`src/rtl/ex_epu_seq.sv`:
```
// ex_epu_seq: exception/return sequencer driving the PSR/EPC/ELSA/EVECT MSR file.
//   Accepts one of {sync exception, enabled IRQ, ERET} in IDLE (fixed priority),
//   then runs SAVE -> REDIR or RESTORE -> REDIR, ending with a one-shot redirect.
// Ports:
//   clk, rst                      clock, async active-high reset
//   exc_* / irq_* / eret_valid    requests from EX; req_ready = accepting (IDLE)
//   msr_psr_ire/evect/epc         bypassed MSR values read at accept / RESTORE
//   msr_psr_save/restore, msr_epc_*, msr_elsa_*   MSR file write side
//   flush, redirect_*             frontend kill + PC redirect handshake
//   busy                          sequencer not IDLE
module ex_epu_seq #(
  parameter int          CONFIG_DW  = 64,
  parameter int          VECT_SHIFT = 6,
  parameter logic [3:0]  IRQ_CAUSE  = 4'd8
) (
  input  logic                 clk,
  input  logic                 rst,
  input  logic                 exc_valid,
  input  logic [3:0]           exc_cause,
  input  logic [CONFIG_DW-1:0] exc_pc,
  input  logic [CONFIG_DW-1:0] exc_lsa,
  input  logic                 exc_lsa_vld,
  input  logic                 irq_req,
  input  logic [CONFIG_DW-1:0] irq_pc,
  input  logic                 eret_valid,
  output logic                 req_ready,
  input  logic                 msr_psr_ire,
  input  logic [CONFIG_DW-1:0] msr_evect,
  input  logic [CONFIG_DW-1:0] msr_epc,
  output logic                 msr_psr_save,
  output logic                 msr_psr_restore,
  output logic [CONFIG_DW-1:0] msr_epc_nxt,
  output logic                 msr_epc_we,
  output logic [CONFIG_DW-1:0] msr_elsa_nxt,
  output logic                 msr_elsa_we,
  output logic                 flush,
  output logic                 redirect_valid,
  output logic [CONFIG_DW-1:0] redirect_pc,
  input  logic                 redirect_ready,
  output logic                 busy
);

  typedef enum logic [1:0] {S_IDLE, S_SAVE, S_RESTORE, S_REDIR} state_e;

  state_e               state_q, state_d;
  logic [CONFIG_DW-1:0] pc_q, pc_d;
  logic [CONFIG_DW-1:0] lsa_q, lsa_d;
  logic                 lsa_vld_q, lsa_vld_d;
  logic [CONFIG_DW-1:0] tgt_q, tgt_d;

  logic                 irq_take;
  logic [3:0]           cause_sel;
  logic [CONFIG_DW-1:0] vec_tgt;

  // Vector target wraps modulo 2^CONFIG_DW by construction of the adder width.
  assign irq_take  = irq_req & msr_psr_ire;
  assign cause_sel = exc_valid ? exc_cause : IRQ_CAUSE;
  assign vec_tgt   = msr_evect + (CONFIG_DW'(cause_sel) << VECT_SHIFT);

  always_comb begin
    state_d         = state_q;
    pc_d            = pc_q;
    lsa_d           = lsa_q;
    lsa_vld_d       = lsa_vld_q;
    tgt_d           = tgt_q;
    req_ready       = 1'b0;
    msr_psr_save    = 1'b0;
    msr_psr_restore = 1'b0;
    msr_epc_nxt     = '0;
    msr_epc_we      = 1'b0;
    msr_elsa_nxt    = '0;
    msr_elsa_we     = 1'b0;
    flush           = 1'b0;
    redirect_valid  = 1'b0;
    redirect_pc     = '0;
    busy            = (state_q != S_IDLE);

    case (state_q)
      S_IDLE: begin
        req_ready = 1'b1;
        if (exc_valid) begin
          pc_d      = exc_pc;
          lsa_d     = exc_lsa;
          lsa_vld_d = exc_lsa_vld;
          tgt_d     = vec_tgt;
          state_d   = S_SAVE;
        end else if (irq_take) begin
          pc_d      = irq_pc;
          lsa_d     = '0;
          lsa_vld_d = 1'b0;
          tgt_d     = vec_tgt;
          state_d   = S_SAVE;
        end else if (eret_valid) begin
          state_d   = S_RESTORE;
        end
      end
      S_SAVE: begin
        msr_psr_save = 1'b1;
        msr_epc_we   = 1'b1;
        msr_epc_nxt  = pc_q;
        msr_elsa_we  = lsa_vld_q;
        msr_elsa_nxt = lsa_q;
        flush        = 1'b1;
        state_d      = S_REDIR;
      end
      S_RESTORE: begin
        // EPC is sampled here, not at accept, so a same-cycle EPC write is seen.
        msr_psr_restore = 1'b1;
        flush           = 1'b1;
        tgt_d           = msr_epc;
        state_d         = S_REDIR;
      end
      S_REDIR: begin
        redirect_valid = 1'b1;
        redirect_pc    = tgt_q;
        if (redirect_ready) state_d = S_IDLE;
      end
      default: state_d = S_IDLE;
    endcase
  end

  always_ff @(posedge clk or posedge rst) begin
    if (rst) begin
      state_q   <= S_IDLE;
      pc_q      <= '0;
      lsa_q     <= '0;
      lsa_vld_q <= 1'b0;
      tgt_q     <= '0;
    end else begin
      state_q   <= state_d;
      pc_q      <= pc_d;
      lsa_q     <= lsa_d;
      lsa_vld_q <= lsa_vld_d;
      tgt_q     <= tgt_d;
    end
  end

  a_save_restore_excl: assert property (@(posedge clk) disable iff (rst)
    !(msr_psr_save && msr_psr_restore));

endmodule
```
`config.mk`:
```
export PLATFORM = sky130hd
export DESIGN_NAME = ex_epu_seq
export DESIGN_NICKNAME = d
export VERILOG_FILES = /design/src/rtl/ex_epu_seq.sv
export SDC_FILE = /design/constraint.sdc
export NUM_CORES = 1
export LEC_CHECK = 0
export ABC_AREA = 0
export CAP_MARGIN = 15
export CORE_AREA = 3 3 205 207
export CTS_BUF_LIST = sky130_fd_sc_hd__clkbuf_8
export CTS_CLUSTER_DIAMETER = 120
export DETAILED_ROUTE_END_ITERATION = 8
export DIE_AREA = 0 0 208 210
export DONT_BUFFER_PORTS = 1
export GPL_TIMING_DRIVEN = 0
export PLACE_DENSITY_LB_ADDON = 0.05
export RECOVER_POWER = 50
export SYNTH_ARGS = -nofsm -noshare
export SYNTH_HDL_FRONTEND = slang
export SYNTH_SLANG_ARGS = --single-unit
```
`constraint.sdc`:
```
create_clock -name clk -period 8.34 [get_ports clk]
set_input_delay 2.085 -clock clk [delete_from_list [all_inputs] [get_ports clk]]
set_output_delay 2.085 -clock clk [all_outputs]
set_load 0.05 [all_outputs]
```
==> Word-level counts from Yosys, hierarchy flattened <==
Cells that the tools add are included.
{ "classes": {"addsub": 1, "eq_ne": 6, "mux": 24, "n_bitwise": 1, "n_reduce_logical": 8} }
{ "ops": {"columns": ["operator", "n"], "rows": [
  ["$mux 64", 9],
  ["$pmux 64 s2", 1],
  ["$add 64x10->64", 1],
  ["$mux 1", 8],
  ["$mux 2", 4],
  ["$pmux 2 s3", 1],
  ["$reduce_and 2->1", 3],
  ["$reduce_bool 2->1", 3],
  ["$eq 2x2->1 const B", 2],
  ["$mux 4", 1],
  ["$ne 4x4->1 const B", 1],
  ["$ne 3x3->1 const B", 1],
  ["$eq 2x1->1 const B", 1],
  ["$logic_not 2->1", 1],
  ["$ne 2x2->1 const B", 1],
  ["$reduce_or 2->1", 1],
  ["$and 1x1->1", 1]
]} }
{ "word_totals": {"register_bits": 195, "in_bits": 332, "out_inout_bits": 200, "elab_cells": 45} }

==> Logic depth before layout (Yosys ltp) <==
Gate-level depths: netlist of the first run.
{ "logic_depth": {"word_depth": 5, "mapped_depth": 13} }

==> Worst setup path after synthesis of the first run <==
OpenSTA, ideal clock, no wires.
{ "synth_path": {"kind": "input port to flip-flop", "startpoint": "input port exc_valid", "endpoint": "register tgt_q[56]", "setup_ps": 128, "arrival_time_ps": 4710, "required_ps": 8212, "path_slack_ps": 3503, "cell_stages": 12, "path_cell_list": "clkbuf_1 -> buf_2 -> buf_1 -> and2_1 -> ha_1 -> fa_1 -> nand3_1 -> a211oi_2 -> nand4_4 -> nor4_1 -> xnor2_1 -> o22ai_1"} }
{ "synth_via": {"elab_chain_cells": 5, "word_cells_on_any_way": 7, "cone_classes": "1 x add/sub; 1 x eq/ne; 4 x mux; 1 x reduce/logical"} }
{ "synth_rtl": {"columns": ["element", "line_no", "source"], "rows": [
  ["start, declared", "18", "input logic exc_valid,"],
  ["$mux 4", "57", "assign cause_sel = exc_valid ? exc_cause : IRQ_CAUSE;"],
  ["$add 64x10->64", "58", "assign vec_tgt = msr_evect + (CONFIG_DW'(cause_sel) << VECT_SHIFT);"],
  ["$mux 64", "87", "end else if (irq_take) begin"],
  ["$mux 64", "81", "if (exc_valid) begin"],
  ["$pmux 64 s2", "78", "case (state_q)"],
  ["end signal, assigned", "134", "tgt_q <= tgt_d;"],
  ["end, declared", "49", "logic [CONFIG_DW-1:0] tgt_q, tgt_d;"]
]} }
Several ways; a longest one is shown, not always the timed one. The select of a mux whose other input is x is not followed.
A chain may end at the register's enable or synchronous reset.

==> Worst setup path after layout of the first run <==
Same ends and word-level chain as after synthesis.

==> results of run 1 <==
## sequential cells by signal, summed over array words and instances, names as in the netlist
signal and flops:
state_q 2, pc_q 64, tgt_q 64, lsa_vld_q 1, lsa_q 64
## power breakdown
group	switching, W	internal, W
Combinational	0.00235	0.000693
Sequential	0.000203	0.00140
Clock	0.000380	0.000303
## routing by layer
metal | global-route usage [%] | routed length (um) | up-vias
met1 | 25.09 | 18720 | 4235
met4 | 4.441 | 597 | 4
met3 | 7.263 | 3486 | 32
li1 | - | - | 4009
met5 | 0 | 27 | -
met2 | 33.23 | 21710 | 318
## cell families (layout without fill, tap and decap cells)
logic type               after synthesis  after routing  share of synthesized area [%]
other                                  0              2                              0
AO/OA/AOI/OAI                        260            260                          15.14
AND/OR/NAND/NOR                      458            458                          23.03
flip-flops                           195            195                          45.01
buffers and inverters                103            136                          4.247
adder cells (fa/ha/maj)               11             11                          1.339
XOR/XNOR                              51             51                          4.121
multiplexers                          77             77                          7.110
## synthesized netlist by cell type, types with 6 or more instances
| cell type | count |
|---|---|
| clkbuf_1 | 67 |
| nor2_1 | 55 |
| nand2_1 | 118 |
| nor3_1 | 12 |
| o21ai_0 | 106 |
| xnor2_1 | 37 |
| o211ai_1 | 6 |
| mux2i_1 | 77 |
| nand4_1 | 9 |
| nor4_1 | 6 |
| dfrtp_1 | 195 |
| and2_1 | 199 |
| nand3_1 | 25 |
| buf_1 | 8 |
| o22ai_1 | 28 |
| and3_1 | 8 |
| a21oi_1 | 39 |
| ha_1 | 10 |
| a22o_1 | 65 |
| inv_1 | 15 |
| xor2_1 | 14 |
## critical path: stages
cell and delay [ps]:
clkbuf_1 500, buf_2 410, buf_1 740, and2_1 250, ha_1 210, fa_1 230
nand3_1 150, a211oi_2 610, nand4_4 310, nor4_1 370, xnor2_1 180, o22ai_1 110
## cell type report
type | count | area (sq um) | share of cell area [%]
Multi-Input combinational cell | 857 | 5500 | 45.94
Antenna cell | 2 | 5.005 | 0.04181
Sequential cell | 195 | 4880 | 40.76
Clock inverter | 13 | 161.4 | 1.348
Timing Repair Buffer | 2 | 55.05 | 0.4599
Clock buffer | 18 | 247.7 | 2.069
Buffer | 87 | 395.4 | 3.303
Inverter | 16 | 61.31 | 0.5121
Tap cell | 532 | 665.6 | 5.560
## stage by stage
stage / instances / TNS (ps) / area, sq um
2_1_floorplan: 1155 / 0 / 10840
4_1_cts: 1720 / 0 / 11980
3_3_place_gp: 1687 / -455100 / 11510
3_5_place_dp: 1689 / 0 / 11570
6_report: 1722 / 0 / 11970
5_1_grt: 1721 / 0 / 11970
## final timing paths
path,start,end,slack (ps)
setup / recovery,exc_valid,tgt_q[56],2560
hold / removal,pc_q[47],pc_q[47],480
setup reg to reg,state_q[1],pc_q[39],5040
hold reg to reg,pc_q[47],pc_q[47],480
max in group asynchronous,rst,pc_q[47],5110
min in group asynchronous,rst,tgt_q[8],1760
==> flow_metrics.env, run 1 <==
export IMPL_slew_headroom_pct=1.930
export IMPL_clock_path_buffers=2
export IMPL_finalClockSkew_ps=9.203
export IMPL_cts_hold_buf=0
export IMPL_portBuffers=0
export IMPL_synth_seq_cells=195
export IMPL_tritoncts="done"
export IMPL_io_pins=532
export IMPL_layout_nets=1519
export IMPL_synth_edf_count=0
export IMPL_power_density_mw_per_mm2=444.9
export IMPL_drive_gt1_share_pct=5.135
export IMPL_violations="max-capacitance violations"
export IMPL_drt_pass1_iter_count=4
export IMPL_ys_async_sr_fraction_pct=100.0
export IMPL_synth_warnings=0
export IMPL_synthTopCellsByArea="dfrtp_1 45%, and2_1 11%, mux2i_1 7.1%"
export IMPL_synth_top_area_share_pct=45.01
export IMPL_synth_nets=1498
export IMPL_drtIter0Drc=440
export IMPL_drc=0
export IMPL_ant_nets=0
export IMPL_die_w_um=208
export IMPL_antenna_found_initial=5
export IMPL_place_ws_ps=1880
export IMPL_synthCells=1155
export IMPL_setup_ws_ps=2563
export IMPL_fin_crit_sh_pct=69.26
export IMPL_h_tree_depth=4
export IMPL_tightest_slew_ps=1463
export IMPL_coreArea_sq_mm=0.04055
export IMPL_rsz0062_at_grt="no"
export IMPL_wirelength_um=44540
export IMPL_yosysUniqueCellTypes=56
export IMPL_globalplace_congestion=0.8016
export IMPL_insertion_delay_ps=530
export IMPL_ir_drop_mv=0.1637
export IMPL_path_class="input port to register"
export IMPL_hold_violations=0
export IMPL_avgRoutedWirePerCell_um=25.86
export IMPL_status="finished, violations left"
export IMPL_clock_sinks=195
export IMPL_via_count=8598
export IMPL_finalSetupViolations=0
export IMPL_syn2layout_area_growth_pct=10.43
export IMPL_cts_resized=0
export IMPL_cts_setup_buffers=0
export IMPL_finalMaxSlewViolations=0
export IMPL_worstSetupEndpointType="register"
export IMPL_grt_usage_pct=19.99
export IMPL_overflow=0
export IMPL_cts_made_buffers=17
export IMPL_final_common_cell="and2_1"
export IMPL_fillers=4455
export IMPL_critical_path_arrival_ps=6180
export IMPL_synth_area_leader_cell="dfrtp_1"
export IMPL_fp_dieH_um=210
export IMPL_rows=74
export IMPL_vias_per_cell=4.993
export IMPL_total_power_w=0.005326
export IMPL_final_util_pct=29.52
export IMPL_grt_max_degree=97
export IMPL_cap_violations=1
export IMPL_required_ps=8750
export IMPL_reg2reg_depth=8
export IMPL_hp_class="register to register"
export IMPL_ys_seq_area_share_pct=45.01
export IMPL_synth_ff_type="dfrtp_1"
export IMPL_layout_common_cells="199 x and2_1, 195 x dfrtp_1, 118 x nand2_1"
export IMPL_fmax_ghz=0.1731
export IMPL_p_leak_nw=5.114
export IMPL_start_util_pct=26.73
export IMPL_grt_pass1_vias=9146
export IMPL_cp_start_kind="input port"
export IMPL_grt_pass1_wl_um=64740
export IMPL_worstPathMaxFanout=10
export IMPL_hold_depth=2
export IMPL_clk_pin_slew_ps=100
export IMPL_cts_root_buf="clkbuf_8"
export IMPL_layout_min_cycle_time_ps=5777
export IMPL_dp_final_hpwl_um=35230
export IMPL_synth_area_per_cell_sq_um=9.386
export IMPL_die_area_sq_mm=0.04368
export IMPL_syn_cell_area_sq_mm=0.01084
export IMPL_hold_slack_ps=476.4
No activity file was read; power rests on OpenSTA's default activity.
==> run 2: changes to the inputs <==
==> constraint.sdc (replaced) <==
create_clock -name clk -period 5.74 [get_ports clk]
set_input_delay 1.435 -clock clk [delete_from_list [all_inputs] [get_ports clk]]
set_output_delay 1.435 -clock clk [all_outputs]
set_load 0.05 [all_outputs]
==> run 2 against run 1 <==
  * Critical path depth unchanged
  * Highest routed layer unchanged
  * Non-clock buffer count up 4
  * Sequential power up 46%
  * Largest power group unchanged
  * First-iteration DRC count rose by 18%
  * The run ends with max-capacitance violations, max-slew violations left
  * Design area decreased by 0.30%
  * Sequential share of layout area up 0.12 points
  * Setup slack worse by 1900 ps
  * Clock skew grew 5.7 ps
  * Via count up 1.2%
==> flow_metrics.env, run 2 (synthesis gave the netlist of run 1 again) <==
export IMPL_required_ps=6150
export IMPL_globalplace_congestion=0.7893
export IMPL_wirelength_um=45350
export IMPL_total_power_w=0.007767
export IMPL_tritoncts="done"
export IMPL_io_pins=532
export IMPL_cp_start_kind="input port"
export IMPL_power_density_mw_per_mm2=650.8
export IMPL_layout_common_cells="199 x and2_1, 195 x dfrtp_1, 118 x nand2_1"
export IMPL_die_area_sq_mm=0.04368
export IMPL_via_count=8697
export IMPL_layout_nets=1523
export IMPL_final_util_pct=29.43
export IMPL_drc=0
export IMPL_layout_min_cycle_time_ps=5085
export IMPL_violations="max-capacitance violations, max-slew violations"
export IMPL_clock_path_buffers=2
export IMPL_antenna_found_initial=5
export IMPL_coreArea_sq_mm=0.04055
export IMPL_tightest_slew_ps=2076
export IMPL_ir_drop_mv=0.2355
export IMPL_cts_hold_buf=0
export IMPL_insertion_delay_ps=500
export IMPL_drt_pass1_iter_count=5
export IMPL_fp_dieH_um=210
export IMPL_status="finished, violations left"
export IMPL_hold_violations=0
export IMPL_worstSetupEndpointType="register"
export IMPL_syn2layout_area_growth_pct=10.10
export IMPL_avgRoutedWirePerCell_um=26.26
export IMPL_overflow=0
export IMPL_cts_root_buf="clkbuf_8"
export IMPL_start_util_pct=26.73
export IMPL_finalClockSkew_ps=14.92
export IMPL_final_common_cell="and2_1"
export IMPL_worstPathMaxFanout=10
export IMPL_fin_crit_sh_pct=88.58
export IMPL_die_w_um=208
export IMPL_cts_resized=0
export IMPL_vias_per_cell=5.036
export IMPL_rows=74
export IMPL_cts_made_buffers=17
export IMPL_drive_gt1_share_pct=5.197
export IMPL_finalMaxSlewViolations=169
export IMPL_clk_pin_slew_ps=100
export IMPL_clock_sinks=195
export IMPL_drtIter0Drc=520
export IMPL_path_class="input port to register"
export IMPL_dp_final_hpwl_um=36070
export IMPL_portBuffers=0
export IMPL_ant_nets=0
export IMPL_top_regs="lsa_q (64), pc_q (64), tgt_q (64)"
export IMPL_fmax_ghz=0.1967
export IMPL_grt_pass1_wl_um=65380
export IMPL_grt_max_degree=36
export IMPL_grt_usage_pct=20.21
export IMPL_p_leak_nw=5.084
export IMPL_h_tree_depth=4
export IMPL_finalSetupViolations=0
export IMPL_cap_violations=5
export IMPL_fin_setup_tns_ps=0
export IMPL_rsz0062_at_grt="no"
export IMPL_hp_class="register to register"
export IMPL_critical_path_arrival_ps=5500
export IMPL_cts_setup_buffers=0
export IMPL_slew_headroom_pct=-38.38
export IMPL_grt_pass1_vias=9112
run 2: changes by cell type in the layout (fill, tap and decap cells not counted), sizes merged:
cell	delta
clkbuf	+5
clkinv	-5
inv	+5
clkinvlp	+3
buf	-2
bufinv	-1
run 2: area by class of cell:
| cell class | count | area, sq um |
|---|---|---|
| diodes | 2 | 5.005 |
| plain buffers | 87 | 395.4 |
| clock buffers | 17 | 234.0 |
| clock inverters | 15 | 170.2 |
| fillers | 4412 | 28620 |
| inverters | 16 | 61.31 |
| multi-input cells | 857 | 5500 |
| flip-flops and latches | 195 | 4880 |
| well taps | 532 | 665.6 |
| repair buffers | 6 | 23.77 |
run 2: layer usage:
layer  track usage [%]  up-vias  wire length [um]
met4             3.464        6               419
met2             34.03      320             22120
met1             25.34     4324             19110
met5                 0        -                32
li1                  -     4025                 -
met3             7.471       22              3659
run 2: final timing paths:
| check | depth (start not counted) | to | startpoint | slack, ps |
|---|---|---|---|---|
| min in group asynchronous | 1 | tgt_q[7] | rst | 760 |
| worst max-delay path | 12 | tgt_q[54] | exc_valid | 660 |
| max in group asynchronous | 4 | pc_q[60] | rst | 1100 |
| worst min register to register | 2 | pc_q[60] | pc_q[60] | 480 |
| worst min-delay path | 2 | pc_q[60] | pc_q[60] | 480 |
| worst max register to register | 7 | tgt_q[0] | state_q[1] | 2390 |
run 2: report_power, final:
part	internal, W	switching (W)	leakage (nW)
clock network	0.000401	0.000580	0.199
logic	0.00100	0.00345	2.48
registers	0.00203	0.000301	2.40
total	0.00344	0.00433	5.08
run 2: worst max-delay path, cell delays in order:
cell and delay (ps):
clkbuf_1 460, buf_2 410, buf_1 700, and2_1 240, ha_1 190, fa_1 230
nand3_1 150, a211oi_2 620, nand4_4 340, or2_1 340, a22oi_1 170, a2bb2oi_1 180
run 2: through the flow:
step	cells	setup slack, ps	instance area [sq um]	hold slack [ps]
2_1_floorplan	1155	1553	10840	441.8
3_3_place_gp	1687	71.36	11510	454.5
3_5_place_dp	1693	7.450	11630	462.4
4_1_cts	1725	546.7	12030	486.1
5_1_grt	1726	312.0	11930	511.6
6_report	1727	655.2	11940	481.6
==> run 3: changes to the inputs <==
==> constraint.sdc (replaced) <==
create_clock -name clk -period 4.7 [get_ports clk]
set_input_delay 1.175 -clock clk [delete_from_list [all_inputs] [get_ports clk]]
set_output_delay 1.175 -clock clk [all_outputs]
set_load 0.05 [all_outputs]
==> run 3 against run 2 <==
  * The run still ends with max-capacitance violations, max-slew violations left
  * Clock-buffer cell count is the same
  * First-iteration DRC count down 8.1%
  * Die area unchanged
  * Via count hardly changed
  * Sequential share of layout area is 0.064 points lower
  * Sequential power is 22% higher
  * Critical path depth down 7
  * Utilization about the same
  * Combinational power rose by 22%
==> flow_metrics.env, run 3 (synthesis gave the netlist of run 1 again) <==
export IMPL_fin_setup_tns_ps=0
export IMPL_grt_util_met2_pct=34.12
export IMPL_worstPathMaxFanout=10
export IMPL_rows=74
export IMPL_wirelength_um=45320
export IMPL_critical_path_arrival_ps=3230
export IMPL_total_power_w=0.009481
export IMPL_worstSetupEndpointType="output port"
export IMPL_clock_path_buffers=2
export IMPL_finalClockSkew_ps=14.22
export IMPL_grt_max_degree=36
export IMPL_p_leak_nw=5.093
export IMPL_drtIter0Drc=478
export IMPL_grt_pass1_wl_um=65380
export IMPL_cts_made_buffers=17
export IMPL_cts_setup_buffers=0
export IMPL_cp_start_kind="register"
export IMPL_tightest_slew_ps=2154
export IMPL_clk_pin_slew_ps=110
export IMPL_p_comb_share_pct=57.3
export IMPL_required_ps=3520
export IMPL_p_sw_w=0.005282
export IMPL_cts_root_buf="clkbuf_8"
export IMPL_hp_class="register to register"
export IMPL_grt_use_met1_pct=25.26
export IMPL_antenna_found_initial=5
export IMPL_layout_nets=1522
export IMPL_swShare_pct=55.71
export IMPL_seqPwrFrac_pct=30.0
export IMPL_top_usage_layer="met2"
export IMPL_p_int_w=0.004199
export IMPL_hold_slack_ps=481.5
export IMPL_slew_headroom_pct=-43.57
export IMPL_dp_final_hpwl_um=36070
export IMPL_ff2ff_setup_slack_ps=1340
export IMPL_rsz0062_at_grt="no"
export IMPL_hold_depth=2
export IMPL_avgRoutedWirePerCell_um=26.26
export IMPL_violations="max-capacitance violations, max-slew violations"
export IMPL_grt_usage_pct=20.21
export IMPL_drc=0
export IMPL_vias_per_cell=5.043
export IMPL_layout_common_cells="198 x and2_1, 195 x dfrtp_1, 118 x nand2_1"
export IMPL_gr_usage_met3_pct=7.486
export IMPL_status="finished, violations left"
export IMPL_finalMaxSlewViolations=131
export IMPL_fillers=4406
export IMPL_drt_pass1_iter_count=5
export IMPL_ant_nets=0
export IMPL_start_util_pct=26.73
export IMPL_coreArea_sq_mm=0.04055
export IMPL_layout_min_cycle_time_ps=4401
export IMPL_tritoncts="done"
export IMPL_path_class="register to output port"
export IMPL_worstReg2RegEnd="tgt_q[0]"
export IMPL_die_w_um=208
export IMPL_fmax_ghz=0.2272
export IMPL_reg2reg_depth=7
export IMPL_regArea_sq_mm=0.004880
export IMPL_final_common_cell="and2_1"
export IMPL_h_tree_depth=4
export IMPL_finalSetupViolations=0
export IMPL_via_count=8704
export IMPL_hp_start="pc_q[1]"
export IMPL_die_area_sq_mm=0.04368
export IMPL_holdPathEnd="pc_q[1]"
export IMPL_grt_pass1_vias=9126
export IMPL_overflow=0
export IMPL_power_frac_clock_pct=12.7
export IMPL_portBuffers=0
export IMPL_drive_gt1_share_pct=5.285
export IMPL_multi_input_area_sq_mm=0.005500
export IMPL_rr_startpoint="state_q[1]"
export IMPL_fp_dieH_um=210
export IMPL_cap_violations=4
export IMPL_power_density_mw_per_mm2=793.1
export IMPL_ir_drop_mv=0.2878
export IMPL_syn2layout_area_growth_pct=10.27
export IMPL_clock_sinks=195
export IMPL_globalplace_congestion=0.7893
export IMPL_top_regs="lsa_q (64), pc_q (64), tgt_q (64)"
export IMPL_io_pins=532
export IMPL_hold_violations=0
export IMPL_fin_crit_sh_pct=93.65
export IMPL_insertion_delay_ps=500
run 3: critical path, cell delays in order (launching register included):
cell      delay [ps]
dfrtp_1          440
inv_1            120
ha_1             650
clkbuf_2         490
clkbuf_1         440
and2_1           580
run 3: metrics by stage:
step | cell area [sq um] | setup WS, ps | cells | utilization, %
after global routing | 11950 | 27.60 | 1725 | 29.47
after CTS | 12030 | 58.33 | 1724 | 29.67
after detailed placement | 11630 | -772.6 | 1693 | 28.68
final | 11950 | 298.6 | 1726 | 29.48
after floorplan | 10840 | 772.7 | 1155 | -
after global placement | 11510 | -708.6 | 1687 | 28.38
run 3: repair_timing:
item | 4_1_cts | 5_1_grt
endpoints found under the setup margin | 105 | 0
gates resized for setup | 1 | 0
hold buffers | 0 | 0
endpoints found under the hold margin | 0 | 0
run 3: power by group through the flow:
stage | logic [W] | clock network [W] | registers, W
after floorplan | 0.00436 | 0 | 0.00276
after global placement | 0.00552 | 0 | 0.00287
after detailed placement | 0.00554 | 0 | 0.00288
after CTS | 0.00555 | 0.00125 | 0.00285
after global routing | 0.00589 | 0.00131 | 0.00295
final | 0.00543 | 0.00120 | 0.00285
run 3: layout make-up:
type                    instances  share of cell area [%]
multi-input cells             857                   46.01
clock buffers                  17                   1.957
clock inverters                15                   1.423
plain buffers                  86                   3.203
repair buffers                  6                  0.4605
diodes                          2                 0.04187
inverters                      16                  0.5129
well taps                     532                   5.568
flip-flops and latches        195                   40.82
run 3: how the worst max path moves through the flow:
stage                    start               end  slack [ps]
floorplan            exc_valid         tgt_q[56]         770
global placement     exc_valid         tgt_q[58]        -710
detailed placement   exc_valid         tgt_q[56]        -770
CTS                 state_q[1]  msr_elsa_nxt[27]          60
global route        state_q[1]   msr_epc_nxt[29]          30
finish              state_q[1]  msr_elsa_nxt[27]         300
run 3: routing by layer:
| metal | up-vias | share of wire [%] |
|---|---|---|
| met3 | 22 | 8.5 |
| met2 | 336 | 49 |
| met1 | 4319 | 42 |
| met5 | - | 0.071 |
| met4 | 6 | 0.92 |
| li1 | 4021 | - |
